===== src/rtl/jogo_rodadas_unidade_controle_pkg.sv =====
// State codes and output bundle shared by the control unit, the datapath,
// the hex debug display and the bench.
package jogo_rodadas_unidade_controle_pkg;

  typedef enum logic [3:0] {
    INICIAL          = 4'h0,
    PREPARACAO       = 4'h1,
    INICIA_RODADA    = 4'h2,
    MOSTRA           = 4'h3,
    APAGA            = 4'h4,
    PROXIMO_MOSTRA   = 4'h5,
    ESPERA           = 4'h6,
    REGISTRA         = 4'h7,
    COMPARACAO       = 4'h8,
    PROXIMA_JOGADA   = 4'h9,
    PROXIMA_RODADA   = 4'hA,
    REINICIA_JOGADAS = 4'hB,
    FINAL_ACERTO     = 4'hC,
    FINAL_ERRO       = 4'hD,
    FINAL_TIMEOUT    = 4'hF
  } estado_t;

  typedef struct packed {
    logic zeraE;
    logic contaE;
    logic zeraR;
    logic contaR;
    logic zeraReg;
    logic registraReg;
    logic ligaLed;
    logic acertou;
    logic errou;
    logic pronto;
    logic db_timeout;
  } saidas_t;

  // Moore decode: every control line is a pure function of the state.
  function automatic saidas_t decodifica(input estado_t e);
    saidas_t s;
    s             = '0;
    s.zeraR       = (e == PREPARACAO);
    s.zeraReg     = (e == PREPARACAO);
    s.zeraE       = (e == PREPARACAO) || (e == INICIA_RODADA) || (e == REINICIA_JOGADAS);
    s.contaE      = (e == PROXIMO_MOSTRA) || (e == PROXIMA_JOGADA);
    s.contaR      = (e == PROXIMA_RODADA);
    s.registraReg = (e == REGISTRA);
    s.ligaLed     = (e == MOSTRA);
    s.acertou     = (e == FINAL_ACERTO);
    s.errou       = (e == FINAL_ERRO);
    s.db_timeout  = (e == FINAL_TIMEOUT);
    s.pronto      = (e == FINAL_ACERTO) || (e == FINAL_ERRO) || (e == FINAL_TIMEOUT);
    return s;
  endfunction

endpackage


===== src/rtl/jogo_rodadas_unidade_controle_if.sv =====
// Control/status bundle between the round control unit and the game datapath.
interface jogo_rodadas_unidade_controle_if;
  logic       iniciar;
  logic       jogada;
  logic       igual;
  logic       fimE;
  logic       fimR;
  logic       zeraE;
  logic       contaE;
  logic       zeraR;
  logic       contaR;
  logic       zeraReg;
  logic       registraReg;
  logic       ligaLed;
  logic       acertou;
  logic       errou;
  logic       pronto;
  logic       db_timeout;
  logic [3:0] db_estado;

  modport master (
    input  iniciar, jogada, igual, fimE, fimR,
    output zeraE, contaE, zeraR, contaR, zeraReg, registraReg, ligaLed,
           acertou, errou, pronto, db_timeout, db_estado
  );

  modport slave (
    output iniciar, jogada, igual, fimE, fimR,
    input  zeraE, contaE, zeraR, contaR, zeraReg, registraReg, ligaLed,
           acertou, errou, pronto, db_timeout, db_estado
  );
endinterface


===== src/rtl/jogo_rodadas_unidade_controle_contador_ciclos.sv =====
// Free-running cycle counter with synchronous clear (priority) and enable.
module contador_ciclos #(
  parameter int W = 4
) (
  input  logic         clock,
  input  logic         zera,
  input  logic         conta,
  output logic [W-1:0] contagem
);

  always_ff @(posedge clock) begin
    if (zera)
      contagem <= '0;
    else if (conta)
      contagem <= contagem + W'(1);
  end

endmodule


===== src/rtl/jogo_rodadas_unidade_controle.sv =====
// Round control unit of the memory-sequence game: LED playback of the stored
// sequence, then collection and checking of the player's plays.
module jogo_rodadas_unidade_controle
  import jogo_rodadas_unidade_controle_pkg::*;
#(
  parameter int MOSTRA_CICLOS  = 500,
  parameter int TIMEOUT_CICLOS = 5000
) (
  input logic                           clock,
  input logic                           reset,
  jogo_rodadas_unidade_controle_if.master ctrl
);

  localparam int MAX_CICLOS = (MOSTRA_CICLOS > TIMEOUT_CICLOS) ? MOSTRA_CICLOS : TIMEOUT_CICLOS;
  localparam int TW         = (MAX_CICLOS > 1) ? $clog2(MAX_CICLOS) : 1;
  localparam logic [TW-1:0] LIM_MOSTRA  = TW'(MOSTRA_CICLOS - 1);
  localparam logic [TW-1:0] LIM_TIMEOUT = TW'(TIMEOUT_CICLOS - 1);

  estado_t       estado;
  estado_t       prox;
  saidas_t       saidas;
  logic [TW-1:0] contagem;
  logic          temporizado;
  logic          fim_t;
  logic          zera_t;

  always_comb begin
    temporizado = (estado == MOSTRA) || (estado == APAGA) || (estado == ESPERA);
    fim_t       = 1'b0;
    if (estado == ESPERA)
      fim_t = (contagem == LIM_TIMEOUT);
    else if ((estado == MOSTRA) || (estado == APAGA))
      fim_t = (contagem == LIM_MOSTRA);
  end

  always_comb begin
    prox = estado;
    case (estado)
      INICIAL:          if (ctrl.iniciar) prox = PREPARACAO;
      PREPARACAO:       prox = INICIA_RODADA;
      INICIA_RODADA:    prox = MOSTRA;
      MOSTRA:           if (fim_t) prox = APAGA;
      APAGA:            if (fim_t) prox = ctrl.fimE ? REINICIA_JOGADAS : PROXIMO_MOSTRA;
      PROXIMO_MOSTRA:   prox = MOSTRA;
      REINICIA_JOGADAS: prox = ESPERA;
      // Timeout wins over a play arriving on the same cycle.
      ESPERA: begin
        if (fim_t)             prox = FINAL_TIMEOUT;
        else if (ctrl.jogada)  prox = REGISTRA;
      end
      REGISTRA:         prox = COMPARACAO;
      COMPARACAO: begin
        if (!ctrl.igual)      prox = FINAL_ERRO;
        else if (!ctrl.fimE)  prox = PROXIMA_JOGADA;
        else if (ctrl.fimR)   prox = FINAL_ACERTO;
        else                  prox = PROXIMA_RODADA;
      end
      PROXIMA_JOGADA:   prox = ESPERA;
      PROXIMA_RODADA:   prox = INICIA_RODADA;
      FINAL_ACERTO,
      FINAL_ERRO,
      FINAL_TIMEOUT:    if (ctrl.iniciar) prox = PREPARACAO;
      default:          prox = INICIAL;
    endcase
  end

  // Timer restarts on every state change, so each visit gets a full budget.
  assign zera_t = !reset || (prox != estado) || !temporizado;

  contador_ciclos #(.W(TW)) u_contador (
    .clock    (clock),
    .zera     (zera_t),
    .conta    (temporizado),
    .contagem (contagem)
  );

  always_ff @(posedge clock) begin
    if (!reset) begin
      estado <= INICIAL;
      saidas <= '0;
    end else begin
      estado <= prox;
      saidas <= decodifica(prox);
    end
  end

  assign ctrl.zeraE       = saidas.zeraE;
  assign ctrl.contaE      = saidas.contaE;
  assign ctrl.zeraR       = saidas.zeraR;
  assign ctrl.contaR      = saidas.contaR;
  assign ctrl.zeraReg     = saidas.zeraReg;
  assign ctrl.registraReg = saidas.registraReg;
  assign ctrl.ligaLed     = saidas.ligaLed;
  assign ctrl.acertou     = saidas.acertou;
  assign ctrl.errou       = saidas.errou;
  assign ctrl.pronto      = saidas.pronto;
  assign ctrl.db_timeout  = saidas.db_timeout;
  assign ctrl.db_estado   = estado;

endmodule

===== src/flat_wrapper.sv =====
// flat-port wrapper written by rule: the top's interface ports become plain ports
module jogo_rodadas_unidade_controle_flat import jogo_rodadas_unidade_controle_pkg::*;
#(
  parameter int MOSTRA_CICLOS  = 500,
  parameter int TIMEOUT_CICLOS = 5000
)
  (clock, reset, ctrl_iniciar, ctrl_jogada, ctrl_igual, ctrl_fimE, ctrl_fimR, ctrl_zeraE, ctrl_contaE, ctrl_zeraR, ctrl_contaR, ctrl_zeraReg, ctrl_registraReg, ctrl_ligaLed, ctrl_acertou, ctrl_errou, ctrl_pronto, ctrl_db_timeout, ctrl_db_estado);
  jogo_rodadas_unidade_controle_if ctrl_i ();
  input logic clock;
  input logic reset;
  input wire logic [$bits(ctrl_i.iniciar)-1:0] ctrl_iniciar;
  input wire logic [$bits(ctrl_i.jogada)-1:0] ctrl_jogada;
  input wire logic [$bits(ctrl_i.igual)-1:0] ctrl_igual;
  input wire logic [$bits(ctrl_i.fimE)-1:0] ctrl_fimE;
  input wire logic [$bits(ctrl_i.fimR)-1:0] ctrl_fimR;
  output wire logic [$bits(ctrl_i.zeraE)-1:0] ctrl_zeraE;
  output wire logic [$bits(ctrl_i.contaE)-1:0] ctrl_contaE;
  output wire logic [$bits(ctrl_i.zeraR)-1:0] ctrl_zeraR;
  output wire logic [$bits(ctrl_i.contaR)-1:0] ctrl_contaR;
  output wire logic [$bits(ctrl_i.zeraReg)-1:0] ctrl_zeraReg;
  output wire logic [$bits(ctrl_i.registraReg)-1:0] ctrl_registraReg;
  output wire logic [$bits(ctrl_i.ligaLed)-1:0] ctrl_ligaLed;
  output wire logic [$bits(ctrl_i.acertou)-1:0] ctrl_acertou;
  output wire logic [$bits(ctrl_i.errou)-1:0] ctrl_errou;
  output wire logic [$bits(ctrl_i.pronto)-1:0] ctrl_pronto;
  output wire logic [$bits(ctrl_i.db_timeout)-1:0] ctrl_db_timeout;
  output wire logic [$bits(ctrl_i.db_estado)-1:0] ctrl_db_estado;
  assign ctrl_i.iniciar = ctrl_iniciar;
  assign ctrl_i.jogada = ctrl_jogada;
  assign ctrl_i.igual = ctrl_igual;
  assign ctrl_i.fimE = ctrl_fimE;
  assign ctrl_i.fimR = ctrl_fimR;
  assign ctrl_zeraE = ctrl_i.zeraE;
  assign ctrl_contaE = ctrl_i.contaE;
  assign ctrl_zeraR = ctrl_i.zeraR;
  assign ctrl_contaR = ctrl_i.contaR;
  assign ctrl_zeraReg = ctrl_i.zeraReg;
  assign ctrl_registraReg = ctrl_i.registraReg;
  assign ctrl_ligaLed = ctrl_i.ligaLed;
  assign ctrl_acertou = ctrl_i.acertou;
  assign ctrl_errou = ctrl_i.errou;
  assign ctrl_pronto = ctrl_i.pronto;
  assign ctrl_db_timeout = ctrl_i.db_timeout;
  assign ctrl_db_estado = ctrl_i.db_estado;
  jogo_rodadas_unidade_controle #(.MOSTRA_CICLOS(MOSTRA_CICLOS), .TIMEOUT_CICLOS(TIMEOUT_CICLOS)) u_core (.clock(clock), .reset(reset), .ctrl(ctrl_i));
endmodule

===== config.mk =====
export PLATFORM = sky130hd
export DESIGN_NAME = jogo_rodadas_unidade_controle_flat
export DESIGN_NICKNAME = d
export VERILOG_FILES = /design/src/rtl/jogo_rodadas_unidade_controle_pkg.sv /design/src/rtl/jogo_rodadas_unidade_controle_if.sv /design/src/rtl/jogo_rodadas_unidade_controle_contador_ciclos.sv /design/src/rtl/jogo_rodadas_unidade_controle.sv /design/src/flat_wrapper.sv
export SDC_FILE = /design/constraint.sdc
export NUM_CORES = 1
export LEC_CHECK = 0
export BUFFER_PORTS_ARGS = -buffer_cell sky130_fd_sc_hd__buf_2
export CORE_ASPECT_RATIO = 1.75
export CORE_UTILIZATION = 50
export CTS_BUF_LIST = sky130_fd_sc_hd__clkbuf_16
export DETAILED_ROUTE_END_ITERATION = 10
export PLACE_DENSITY_LB_ADDON = 0.1
export SLEW_MARGIN = 20
export SYNTH_ARGS = -nofsm -noshare
export SYNTH_HDL_FRONTEND = slang
export SYNTH_SLANG_ARGS = --single-unit
export TNS_END_PERCENT = 100

===== constraint.sdc =====
create_clock -name clock -period 2.2 [get_ports clock]
set_input_delay 0.55 -clock clock [delete_from_list [all_inputs] [get_ports clock]]
set_output_delay 0.55 -clock clock [all_outputs]
set_load 0.005 [all_outputs]

==> flow_summary.ini <==
[die]
floorplan.initialDensity_pct = 53.2
die_w_um = 42.9
die-area_um2 = 3160
ios = 22
die_h_um = 73.6
coreArea_um2 = 2750
num_rows = 25

[clocking]
cts_buffers = 3
cts.clk_slew.worst_paths_ns = 0.07
cts_tree = built
root_buffer = clkbuf_16
htree_num_levels = 1
cts_num_sinks = 27
clock_latency_ns = 0.26
clock_path_buffers = 2

[timing]
hold_violations = 0
setup_viol = 0
clock_skew_ns = 0.00275
tightest_slew_ns = 0.523
clock.fmax_ghz = 0.467
fin_crit_sh_pct = 97.3
worst_slack_ns = 0.0595
holdWs_ns = 0.555
slew_viol_final = 0
rsz0062_at_grt = yes
period_minus_slack_ns = 2.14
slew_headroom_pct = 64.8
setup-tns-final_ns = 0

[global_route]
grt_pass1_wl_um = 5510
grtUsageTotal_pct = 23.1
grt-ovfl-total = 0
grt_pass1_vias = 1244
grt_max_degree = 18
antenna_found_initial = 0

[run_status]
status = complete, no violations

[power]
power.density_nw_per_um2 = 592
p_leak_nw = 0.740
vdd_drop_max_uv = 464
p_total_w = 0.00109

[synthesis]
ys_ff_latch = 27
yosys.area.top_type = dfxtp_1
synth_top_area_share_pct = 36.9
synth.distinct_cells = 48
syn_inst = 156
synthFlopType = dfxtp_1
synthTopCellsByArea = dfxtp_1, nor2_1, xnor2_1
yosysSeqAreaShare_pct = 36.9
syn-cell-area_um2 = 1460
syn_avg_cell_area_um2 = 9.38
syn-num-nets = 164
synthTopCellsByCount = dfxtp_1, nor2_1, nand2_1, nor2_2, xnor2_1
synth_most_common_cell = dfxtp_1
async_flop_share_pct = 0
synth_warnings = 0
synth_edf_count = 0

[critical_path]
cp.required_ns = 2.39
endpoint_kind = flop
worstSetupPathType = reg -> reg
cp-start-kind = flop
worstPathArrival_ns = 2.33
cp_max_fo = 8

[detailed_routing]
dr.pass1.iters = 4
ant_nets = 0
drc = 0
wl_um = 3300
vias_per_cell = 5.68
vias = 1261
wl_per_cell_um = 14.9
first_iter_violations = 15

[cells_and_area]
nets = 204
final_util_pct = 66.9
syn2layout_area_growth_pct = 25.7
n_antenna_cell = 0
layout-drive-gt1-share_pct = 40.5
fillers = 233

[placed_design]
dp_hpwl_um = 2620
port_buffers = 21
gp_congestion = 0.804
pre_cts_ws_ns = -0.0694

[min_path]
hold_class = reg -> reg

[run]
drv_cap = 0
==> metal layers <==
metal  global-route usage [%]  up-vias  part of all wire, %
met5                        0        -                    0
met4                     8.68        0                  1.5
met3                     2.95        4                  2.3
met2                     46.0       23                   59
met1                     23.0      607                   37
li1                         -      627                    -
==> registers in the layout (all words and copies together) (netlist names) <==
name	cells
u_core.ctrl.pronto	1
u_core.ctrl.zeraE	1
u_core.ctrl.acertou	1
u_core.ctrl.errou	1
u_core.ctrl.registraReg	1
u_core.u_contador.contagem	13
u_core.ctrl.db_estado	4
u_core.ctrl.ligaLed	1
u_core.ctrl.contaE	1
u_core.ctrl.zeraR	1
u_core.ctrl.db_timeout	1
u_core.ctrl.contaR	1
==> final timing paths <==
check                                      from                             to  slack (ns)  cells after the start
hold / removal    u_core.u_contador.contagem[0]  u_core.u_contador.contagem[0]        0.55                      2
hold reg to reg   u_core.u_contador.contagem[0]  u_core.u_contador.contagem[0]        0.55                      2
setup reg to reg       u_core.ctrl.db_estado[3]              u_core.ctrl.errou        0.06                      8
setup / recovery       u_core.ctrl.db_estado[3]              u_core.ctrl.errou        0.06                      8
==> placed cells by master (no fill, tap or decap), drive strengths merged, types with 3 or more instances in the layout <==
cell    count
a21oi       4
buf        42
clkbuf      3
dfxtp      27
inv         5
nand2      10
nand2b      4
nand3       7
nand4       4
nor2       31
nor3        5
nor4        4
nor4b       3
xnor2       8
xor2        6
==> critical path, cell delays in order (launching register included) <==
cell	delay (ns)
dfxtp_4	0.36
nor4b_4	0.34
o211a_1	0.28
o21a_1	0.14
nor2_1	0.04
o41a_1	0.38
buf_6	0.17
nand3b_1	0.20
nor3_1	0.15
==> layout make-up <==
class,count,area (µm²),share of cell area (%)
sequential,27,548,29.8
tap,27,33.8,1.84
multi-input combinational,117,873,47.5
inverter,5,22.5,1.22
clock buffer,3,75.1,4.08
timing repair buffer,42,279,15.2
clock inverter,1,8.76,0.476
==> cell families (layout without fill, tap and decap cells) <==
| kind of cell | count (synthesis) | after routing | share of synthesized area (%) |
|---|---|---|---|
| mux | 1 | 1 | 0.684 |
| compound gates | 21 | 21 | 13.1 |
| fa+ha+maj | 1 | 1 | 0.855 |
| flops | 27 | 27 | 36.9 |
| simple gates | 80 | 80 | 34.1 |
| xor+xnor | 14 | 14 | 8.38 |
| buf+inv | 12 | 51 | 5.98 |
==> timing repair <==
item,CTS,global route
hold buffers,0,0
pin swaps,1,4
setup endpoints to repair,13,22
buffers inserted,1,1
resized for setup,1,12
==> power by group <==
group          total, W  internal (W)  leakage, nW  switching, W
Clock          0.000428      0.000251       0.0415      0.000176
Combinational  0.000152     0.0000703        0.478     0.0000815
Sequential     0.000510      0.000501        0.221    0.00000966
==> through the flow <==
step / cell area (µm²) / instances
2_1_floorplan: 1470 / 156
3_3_place_gp: 1680 / 216
3_5_place_dp: 1680 / 216
4_1_cts: 1790 / 221
5_1_grt: 1840 / 222
6_report: 1840 / 222
(Power assumes the default switching activity.)
